## src/rtl/pipeline_hazard_ctrl.sv

```systemverilog
// pipeline_hazard_ctrl -- stall/flush/freeze control for a 5-stage in-order pipeline.
// Handles load-use stalls, taken-branch flushes from MEM and data-memory freezes,
// with a sticky watchdog that flags a memory access hung for 255 cycles.
// Optional build macro: HAZARD_PERF_CNT_EN adds stall_count / flush_count outputs.
module pipeline_hazard_ctrl (
  input  logic       clk,
  input  logic       rst,
  input  logic [4:0] rs_id,
  input  logic [4:0] rt_id,
  input  logic       uses_rt_id,
  input  logic [4:0] rt_ex,
  input  logic       ctrl_MemRead_ex,
  input  logic       branch_taken_mem,
  input  logic       mem_access_mem,
  input  logic       mem_ready,
  output logic       pc_en,
  output logic       if_id_en,
  output logic       id_ex_en,
  output logic       ex_mem_en,
  output logic       mem_wb_en,
  output logic       if_id_flush,
  output logic       id_ex_flush,
  output logic       ex_mem_flush,
  output logic       pc_src_branch,
  output logic [1:0] state_o,
  output logic       mem_timeout
`ifdef HAZARD_PERF_CNT_EN
  ,
  output logic [15:0] stall_count,
  output logic [15:0] flush_count
`endif
);

  typedef enum logic [1:0] {
    ST_RUN      = 2'd0,
    ST_MEM_WAIT = 2'd1,
    ST_BR_FLUSH = 2'd2
  } state_t;

  state_t     state_r;
  state_t     state_next_s;
  logic [7:0] wait_cnt_r;
  logic       mem_timeout_r;
  logic       freeze_s;
  logic       load_use_s;
  logic       stall_evt_s;
  logic       flush_evt_s;

  // Hazard detection: memory freeze and load-use dependency on the ID sources.
  always_comb begin
    freeze_s   = mem_access_mem & ~mem_ready;
    load_use_s = ctrl_MemRead_ex & (rt_ex != 5'd0) &
                 ((rt_ex == rs_id) | (uses_rt_id & (rt_ex == rt_id)));
  end

  // Resolve priority freeze > branch > load-use; ID holds a bubble in BR_FLUSH so load-use is ignored there.
  always_comb begin
    flush_evt_s = 1'b0;
    stall_evt_s = 1'b0;
    if (rst || freeze_s) begin
      flush_evt_s = 1'b0;
      stall_evt_s = 1'b0;
    end else if (branch_taken_mem) begin
      flush_evt_s = 1'b1;
    end else if (load_use_s && (state_r != ST_BR_FLUSH)) begin
      stall_evt_s = 1'b1;
    end else begin
      flush_evt_s = 1'b0;
      stall_evt_s = 1'b0;
    end
  end

  // State register with synchronous reset; reset drops any pending flush or wait.
  always_ff @(posedge clk) begin
    if (rst) begin
      state_r <= ST_RUN;
    end else begin
      state_r <= state_next_s;
    end
  end

  // Next-state logic: freeze dominates, a taken branch (including on the release cycle) enters BR_FLUSH.
  always_comb begin
    state_next_s = ST_RUN;
    case (state_r)
      ST_RUN, ST_MEM_WAIT, ST_BR_FLUSH: begin
        if (freeze_s) begin
          state_next_s = ST_MEM_WAIT;
        end else if (branch_taken_mem) begin
          state_next_s = ST_BR_FLUSH;
        end else begin
          state_next_s = ST_RUN;
        end
      end
      default: state_next_s = ST_RUN;
    endcase
  end

  // Output logic: zero-latency enables/flushes decoded from the resolved hazard.
  always_comb begin
    pc_en         = 1'b1;
    if_id_en      = 1'b1;
    id_ex_en      = 1'b1;
    ex_mem_en     = 1'b1;
    mem_wb_en     = 1'b1;
    if_id_flush   = 1'b0;
    id_ex_flush   = 1'b0;
    ex_mem_flush  = 1'b0;
    pc_src_branch = 1'b0;
    if (rst || freeze_s) begin
      pc_en     = 1'b0;
      if_id_en  = 1'b0;
      id_ex_en  = 1'b0;
      ex_mem_en = 1'b0;
      mem_wb_en = 1'b0;
    end else if (flush_evt_s) begin
      if_id_flush   = 1'b1;
      id_ex_flush   = 1'b1;
      ex_mem_flush  = 1'b1;
      pc_src_branch = 1'b1;
    end else if (stall_evt_s) begin
      pc_en       = 1'b0;
      if_id_en    = 1'b0;
      id_ex_flush = 1'b1;
    end else begin
      pc_en = 1'b1;
    end
  end

  // Freeze watchdog: counts consecutive freeze cycles, saturating, and latches a sticky timeout at 255.
  always_ff @(posedge clk) begin
    if (rst) begin
      wait_cnt_r    <= 8'd0;
      mem_timeout_r <= 1'b0;
    end else if (!freeze_s) begin
      wait_cnt_r <= 8'd0;
    end else begin
      if (wait_cnt_r != 8'd255) begin
        wait_cnt_r <= wait_cnt_r + 8'd1;
      end
      if (wait_cnt_r == 8'd254) begin
        mem_timeout_r <= 1'b1;
      end
    end
  end

  assign state_o     = state_r;
  assign mem_timeout = mem_timeout_r;

`ifdef HAZARD_PERF_CNT_EN
  logic [15:0] stall_cnt_r;
  logic [15:0] flush_cnt_r;

  // Saturating performance counters for load-use stall cycles and branch flush cycles.
  always_ff @(posedge clk) begin
    if (rst) begin
      stall_cnt_r <= 16'd0;
      flush_cnt_r <= 16'd0;
    end else begin
      if (stall_evt_s && (stall_cnt_r != 16'hFFFF)) begin
        stall_cnt_r <= stall_cnt_r + 16'd1;
      end
      if (flush_evt_s && (flush_cnt_r != 16'hFFFF)) begin
        flush_cnt_r <= flush_cnt_r + 16'd1;
      end
    end
  end

  assign stall_count = stall_cnt_r;
  assign flush_count = flush_cnt_r;
`endif

endmodule
```

## config.mk

```make
export PLATFORM = sky130hd
export DESIGN_NAME = pipeline_hazard_ctrl
export DESIGN_NICKNAME = d
export VERILOG_FILES = /design/src/rtl/pipeline_hazard_ctrl.sv
export SDC_FILE = /design/constraint.sdc
export NUM_CORES = 1
export LEC_CHECK = 0
export ABC_AREA = 1
export ABC_CLOCK_PERIOD_IN_PS = 2800
export BUFFER_PORTS_ARGS = -buffer_cell sky130_fd_sc_hd__clkbuf_2
export CAP_MARGIN = 20
export CORE_MARGIN = 5
export CORE_UTILIZATION = 50
export DETAILED_ROUTE_END_ITERATION = 8
export PLACE_DENSITY = 0.88
export SETUP_SLACK_MARGIN = 0.4
export SYNTH_ARGS = -nofsm -noshare
export SYNTH_HDL_FRONTEND = slang
export SYNTH_SLANG_ARGS = --single-unit
```

## constraint.sdc

```tcl
create_clock -name clk -period 2.8 [get_ports clk]
set_clock_uncertainty 0.1 [all_clocks]
set_input_delay 0.7 -clock clk [delete_from_list [all_inputs] [get_ports clk]]
set_output_delay 0.7 -clock clk [all_outputs]
set_load 0.005 [all_outputs]
```

==> results of run 1 <==
[routing by layer]
metal  track usage [%]  vias to the layer above  routed length [um]
met5                 0                        -                   0
met2             25.21                       33                 840
met3             2.071                        5                 160
met1             16.05                      379                 715
li1                  -                      475                   -
met4             7.660                        0                  45
[path summary, 6_finish.rpt]
check | end | slack (ns) | cells past startpoint
hold reg to reg | mem_timeout | 0.37 | 2
setup reg to reg | wait_cnt_r[6] | 1.40 | 8
setup / recovery | id_ex_flush | 0.47 | 9
hold / removal | mem_timeout | 0.37 | 2
[cells by family after synthesis]
logic type | Yosys count | synth area share (%)
buffers and inverters | 37 | 19.09
adders and majority gates | 2 | 3.030
and+or+nand+nor | 69 | 38.03
AOI/OAI and AO/OA | 14 | 8.938
xor gates and xnor gates | 4 | 4.243
DFF | 11 | 26.67
[placed cells by master (no fill, tap or decap)]
master / synthesis / final
nand2_1: 39 / 39
clkbuf_2: 0 / 33
inv_1: 31 / 31
nor2_1: 15 / 14
dfxtp_1: 11 / 11
nand3_1: 5 / 5
a21oi_1: 5 / 5
o21ai_0: 5 / 5
xnor2_1: 3 / 3
nor3_1: 3 / 3
o21ai_1: 3 / 3
clkbuf_4: 0 / 3
nand2_2: 2 / 2
nor2_4: 2 / 2
ha_1: 2 / 2
buf_4: 5 / 2
nor2_2: 0 / 1
nand3_2: 1 / 1
nor2_8: 1 / 1
inv_2: 1 / 1
a21oi_2: 1 / 1
nand4_1: 1 / 1
xor2_1: 1 / 1
clkbuf_1: 0 / 1
[final cells by class]
class,count,share of cell area (%)
Tap cell,16,1.968
Sequential cell,11,21.65
Timing Repair Buffer,35,17.71
Multi-Input combinational cell,89,44.28
Clock buffer,4,2.583
Inverter,32,11.81
[power groups by stage]
stage,Sequential (mW),Clock [mW],Combinational (mW)
after floorplan,0.164,0,0.0378
after global placement,0.164,0,0.0631
after detailed placement,0.164,0,0.0651
after CTS,0.160,0.110,0.0658
after global routing,0.161,0.121,0.0773
final,0.160,0.105,0.0681
[per-stage QoR]
step / util (%) / setup slack, ns / total power [mW]
6_report: 65.99 / 0.4684 / 0.3335
5_1_grt: 65.99 / 0.3628 / 0.3586
4_1_cts: 65.02 / 0.4418 / 0.3360
3_5_place_dp: 63.15 / 0.3537 / 0.2291
3_3_place_gp: 63.15 / 0.4079 / 0.2270
2_1_floorplan: - / 0.5366 / 0.2017
[critical path: stages]
cell	delay, ns
clkbuf_2	0.08
inv_1	0.05
nor2_1	0.05
nor2_2	0.19
nand2_1	0.09
nor2_1	0.13
nand2_1	0.08
nand2_1	0.05
clkbuf_2	0.10
[state kept, by name (all words and copies together), names as in the netlist]
signal       count
wait_cnt_r       8
state_o          2
mem_timeout      1
[cell usage after synthesis]
library cell	n
nor2_1	15
ha_1	2
nand2_2	2
nand2_1	39
nand3_1	5
nor3_1	3
buf_4	5
nand3_2	1
inv_1	31
dfxtp_1	11
inv_2	1
o21ai_0	5
xnor2_1	3
nand4_1	1
o21ai_1	3
xor2_1	1
a21oi_2	1
nor2_8	1
nor2_4	2
a21oi_1	5
[timing repair]
item | CTS | global route
buffers inserted | 0 | 2
resized for setup | 1 | 0
pin swaps | 0 | 1
hold buffers | 0 | 0
gates cloned | 0 | 0
setup endpoints to repair | 3 | 3
==> flow_summary_export.csv, run 1 <==
group,metric,value,unit
outcome,status,"finished clean",
drt,drcViolationCount,0,
floorplan,start_util,53.57,%
grt,grt.total_usage,14.23,%
power_and_ir_drop,p_leak,0.6523,nW
power_and_ir_drop,switchingPower,0.08801,mW
yosys,yosys_register_bits,11,
yosys,synth_warnings,0,
cells_and_area,nFillCells,142,
sta,tns,0,ns
place,portBuffers,33,
floorplan,die_h,50.64,um
place,place_hpwl,1.472,mm
sta,period_minus_slack,2.332,ns
drt,finalWirelength,1.762,mm
setup_path,startpoint,"mem_access_mem",
sta,rsz0062_at_grt,"true",
yosys,synth_area,825.8,um2
hold_path,hp-start,"mem_timeout",
clock_network,clk_pin_slew_worst_paths,0.06,ns
place,gp_congestion,0.8342,
power_and_ir_drop,pwr-share-seq,48.1,%
power_and_ir_drop,ir_worst_vdd,0.2714,mV
yosys,yosys.area.top_type_share,26.67,%
clock_network,cts_buffers,3,
setup_path,cp_max_fo,5,
yosys,synth_cell_types,20,
floorplan,io_pins,34,
flow_run,maxCapViolCount,0,
floorplan,die_w,50.64,um
setup_path,worst_setup_path_start_kind,"input port",
sta,period_share,83.27,%
yosys,syn-num-nets,161,
cells_and_area,multi_input_area,450.4,um2
cells_and_area,layout.cells.non_filler,187,
power_and_ir_drop,internal-power,0.2455,mW
cells_and_area,final_area,1017,um2
grt,grt_pass1_wl,2.904,mm
setup_path,crit_path_end_kind,"primary output",
power_and_ir_drop,pwr-share-clk,31.5,%
yosys,netlist_instances,137,
grt,antenna_found_initial,0,
cells_and_area,finalNetCount,196,
sta,whs,0.3681,ns
drt,ant_nets,0,
clock_network,cts-root-buf,"clkbuf_4",
cells_and_area,drive_gt1_share,27.49,%
setup_path,crit_type,"input port to primary output",
setup_path,required,2.00,ns
place,post_dp_cell_area,973.4,um2
sta,tightest_slew,0.1955,ns
cells_and_area,diodes,0,
floorplan,coreArea,1541,um2
grt,grt_max_degree,9,
cells_and_area,seqCellArea,220.2,um2
yosys,ys_seq_area_share,26.67,%
cells_and_area,synthToLayoutAreaGrowth,23.18,%
sta,max_freq,0.4289,GHz
power_and_ir_drop,comb_power_share,20.4,%
place,placed_cells,181,
sta,hold_viol_final,0,
grt,grt_overflow,0,
drt,drt_first_iter_violations,7,
sta,final_max_slew_viol_count,0,
floorplan,num_rows,14,
grt,grt_pass1_vias,765,
setup_path,r2r-start,"wait_cnt_r[1]",
clock_network,clk_latency,0.26,ns
floorplan,die_area,2564,um2
drt,viasPerCell,4.770,
yosys,yosys-top-cells-area,"dfxtp_1 (27%), nand2_1 (18%), inv_1 (14%), nor2_1 (6.8%), buf_4 (4.5%)",
drt,vias,892,
clock_network,htree_levels,1,
drt,wl_per_cell,9.422,um
power_and_ir_drop,power.density,327.8,nW/um2
yosys,synth_area_leader_cell,"dfxtp_1",
yosys,synth.avg_cell_area,6.028,um2
sta,slew_headroom,86.95,%
hold_path,hold_path.class,"flip-flop to flip-flop",
setup_path,cp.arrival,1.53,ns
clock_network,cts_sinks,11,
clock_network,cts_buffer_depth,2,
power_and_ir_drop,p_sw_share,26.39,%
clock_network,cts_tree,"built",
drt,first_pass_iters,4,
sta,setup_viol,0,
No activity file was read; power rests on OpenSTA's default activity.
==> run 2, diff against run 1 <==
--- a/config.mk
+++ b/config.mk
@@ -5,14 +5,14 @@
 export SDC_FILE = /design/constraint.sdc
 export NUM_CORES = 1
 export LEC_CHECK = 0
-export ABC_AREA = 1
-export ABC_CLOCK_PERIOD_IN_PS = 2800
+export ABC_AREA = 0
+export ABC_CLOCK_PERIOD_IN_PS = 2100
 export BUFFER_PORTS_ARGS = -buffer_cell sky130_fd_sc_hd__clkbuf_2
 export CAP_MARGIN = 20
 export CORE_MARGIN = 5
-export CORE_UTILIZATION = 50
+export CORE_UTILIZATION = 39
 export DETAILED_ROUTE_END_ITERATION = 8
-export PLACE_DENSITY = 0.88
+export PLACE_DENSITY = 0.78
 export SETUP_SLACK_MARGIN = 0.4
 export SYNTH_ARGS = -nofsm -noshare
 export SYNTH_HDL_FRONTEND = slang
==> constraint.sdc (replaced) <==
create_clock -name clk -period 2.1 [get_ports clk]
set_clock_uncertainty 0.1 [all_clocks]
set_input_delay 0.525 -clock clk [delete_from_list [all_inputs] [get_ports clk]]
set_output_delay 0.525 -clock clk [all_outputs]
set_load 0.005 [all_outputs]
==> flow_summary_export.csv, run 2 <==
group,metric,value,unit
grt,grt_pass1_vias,618,
sta,hold_viol_final,0,
place,portBuffers,33,
drt,wl_per_cell,13.55,um
sta,period_minus_slack,2.259,ns
clock_network,cts-root-buf,"clkbuf_4",
sta,tightest_slew,0.4029,ns
clock_network,cts_sinks,11,
floorplan,num_rows,15,
power_and_ir_drop,switchingPower,0.1174,mW
clock_network,clk_latency,0.27,ns
cells_and_area,layout_common_cells,"clkbuf_2 (21), buf_6 (13), xor2_1 (11)",
drt,finalWirelength,1.816,mm
setup_path,crit_type,"input port to primary output",
drt,drcViolationCount,0,
sta,rsz0062_at_grt,"true",
yosys,yosys.area.top_type_share,32.47,%
setup_path,crit_path_cell_trace,"buf_6 -> or4_4 -> o211ai_2 -> o21a_1 -> buf_2",
drt,wl_met3,114,um
floorplan,io_pins,34,
drt,vias,679,
grt,grt_max_degree,11,
floorplan,start_util,40.15,%
yosys,synth_warnings,0,
power_and_ir_drop,comb_power_share,24.3,%
yosys,yosys_register_bits,11,
power_and_ir_drop,power,0.4693,mW
outcome,status,"finished with violations",
place,gp_congestion,0.7241,
floorplan,die_h,51.70,um
yosys,syn-num-nets,102,
setup_path,cp.arrival,1.63,ns
yosys,ys_seq_area_share,32.47,%
drt,drt_first_iter_violations,2,
place,place_hpwl,1.283,mm
place,post_dp_cell_area,863.3,um2
drt,m1WireLength,682,um
yosys,yosys-top-cells-area,"dfxtp_1 (32%), xor2_1 (14%), buf_4 (5.5%), a21oi_1 (5.2%), xnor2_1 (3.9%)",
grt,grt_overflow,0,
power_and_ir_drop,power.density,458.5,nW/um2
setup_path,worst_setup_path_start_kind,"input port",
grt,grt.total_usage,13.66,%
cells_and_area,final_area,1023,um2
yosys,synth_common_cells,"dfxtp_1 (11), xor2_1 (11), a21oi_1 (7), nor2_1 (6)",
power_and_ir_drop,internal-power,0.3519,mW
yosys,synth_area_leader_cell,"dfxtp_1",
grt,antenna_found_initial,0,
setup_path,required,1.47,ns
floorplan,die_w,51.70,um
floorplan,coreArea,1689,um2
drt,route.met2.wl,956,um
cells_and_area,finalNetCount,142,
cells_and_area,diodes,0,
clock_network,htree_levels,1,
yosys,synth_edf_count,0,
cells_and_area,drive_gt1_share,47.86,%
cells_and_area,final_common_cell,"clkbuf_2",
flow_run,maxCapViolCount,0,
drt,top_layer,"met4",
cells_and_area,synthToLayoutAreaGrowth,50.92,%
power_and_ir_drop,p_sw_share,25.01,%
drt,first_pass_iters,2,
setup_path,crit_path_top_delay_cell,"or4_4",
power_and_ir_drop,p_leak,0.4546,nW
cells_and_area,multi_input_area,424.2,um2
yosys,netlist_instances,78,
sta,whs,0.3718,ns
yosys,synth.avg_cell_area,8.694,um2
sta,period_share,107.6,%
floorplan,die_area,2673,um2
clock_network,clk_pin_slew_worst_paths,0.07,ns
drt,ant_nets,0,
sta,layout_setup_ws,-0.1587,ns
sta,setup_viol,3,
cells_and_area,seqCellArea,221.5,um2
drt,viasPerCell,5.067,
clock_network,cts_buffers,3,
grt,grt_pass1_wl,2.601,mm
setup_path,crit_path_end_kind,"primary output",
yosys,synth_cell_types,31,
cells_and_area,top_register,"wait_cnt_r",
sta,max_freq,0.4427,GHz
setup_path,cp_max_fo,3,
yosys,ys_async_sr_fraction,0,%
cells_and_area,nFillCells,154,
yosys,synth_area,678.2,um2
setup_path,cp_slowest_stage_delay,0.53,ns
power_and_ir_drop,ir_worst_vdd,0.4618,mV
hold_path,hold_path.class,"flip-flop to flip-flop",
power_and_ir_drop,pwr-share-clk,30.0,%
clock_network,hold_buffers,0,
yosys,ys.flop_type,"dfxtp_1",
cells_and_area,largest_reg_flops,8,
outcome,violations,"negative setup slack",
clock_network,cts_buffer_depth,2,
sta,final_max_slew_viol_count,0,
power_and_ir_drop,pwr-share-seq,45.7,%
clock_network,cts_tree,"built",
sta,slew_headroom,73.06,%
==> run 2: cell count changes after synthesis, sizes merged, moves of 2 or more <==
| cell | before | now |
|---|---|---|
| nand2 | 41 | 4 |
| or2 | 0 | 2 |
| nand3 | 6 | 2 |
| nor3 | 3 | 1 |
| or4 | 0 | 2 |
| nor2 | 18 | 6 |
| inv | 32 | 5 |
| xor2 | 1 | 11 |
| o21ai | 8 | 2 |
==> run 2: repair_timing <==
| item | 4_1_cts | 5_1_grt |
|---|---|---|
| pin swaps | 2 | 1 |
| buffers inserted | 3 | 1 |
| setup endpoints to repair | 6 | 12 |
| resized for setup | 6 | 28 |
==> run 2: layer usage <==
layer  up-vias  track usage (%)
met5         -                0
met4         0            9.170
met3         6            5.158
met2        27            23.52
met1       301            13.51
li1        345                -
==> run 2: final timing paths <==
kind	startpoint	end	slack, ns	depth (start not counted)
hold reg to reg	state_o[1]	state_o[1]	0.37	1
hold / removal	state_o[1]	state_o[1]	0.37	1
setup reg to reg	wait_cnt_r[1]	wait_cnt_r[6]	0.52	5
setup / recovery	rt_ex[1]	pc_en	-0.16	5
==> run 2: final cells by class <==
| class | instances | area share [%] |
|---|---|---|
| Timing Repair Buffer | 41 | 30.20 |
| Tap cell | 17 | 2.078 |
| Sequential cell | 11 | 21.64 |
| Inverter | 5 | 2.078 |
| Clock buffer | 4 | 2.567 |
| Multi-Input combinational cell | 56 | 41.44 |
==> run 2: power groups by stage <==
stage	clock [mW]	sequential, mW	combinational, mW
after floorplan	0	0.219	0.0405
after global placement	0	0.219	0.0800
after detailed placement	0	0.219	0.0818
after CTS	0.148	0.214	0.0916
after global routing	0.158	0.215	0.123
final	0.141	0.214	0.114
==> run 2: worst max-delay path: cells and delay by family <==
kind,cells,cell delay [ns]
buf+inv,2,0.22
compound gates,2,0.35
simple gates,1,0.53
==> run 2: kinds of logic after synthesis <==
| logic type | share of synthesized area (%) |
|---|---|
| and+or+nand+nor | 20.30 |
| buffers and inverters | 9.041 |
| adders and majority gates | 3.689 |
| DFF | 32.47 |
| xor gates and xnor gates | 18.08 |
| muxes | 1.476 |
| AOI/OAI and AO/OA | 14.95 |
==> run 2: stage by stage <==
step / setup WS [ns] / cells / utilization (%) / TNS [ns]
floorplan: 0.02621 / 78 / - / 0
global placement: -0.08928 / 126 / 51.11 / -0.2381
detailed placement: -0.1086 / 126 / 51.11 / -0.2934
CTS: -0.1106 / 133 / 54.89 / -0.2954
global route: -0.1887 / 134 / 60.59 / -0.4958
finish: -0.1587 / 134 / 60.59 / -0.4008
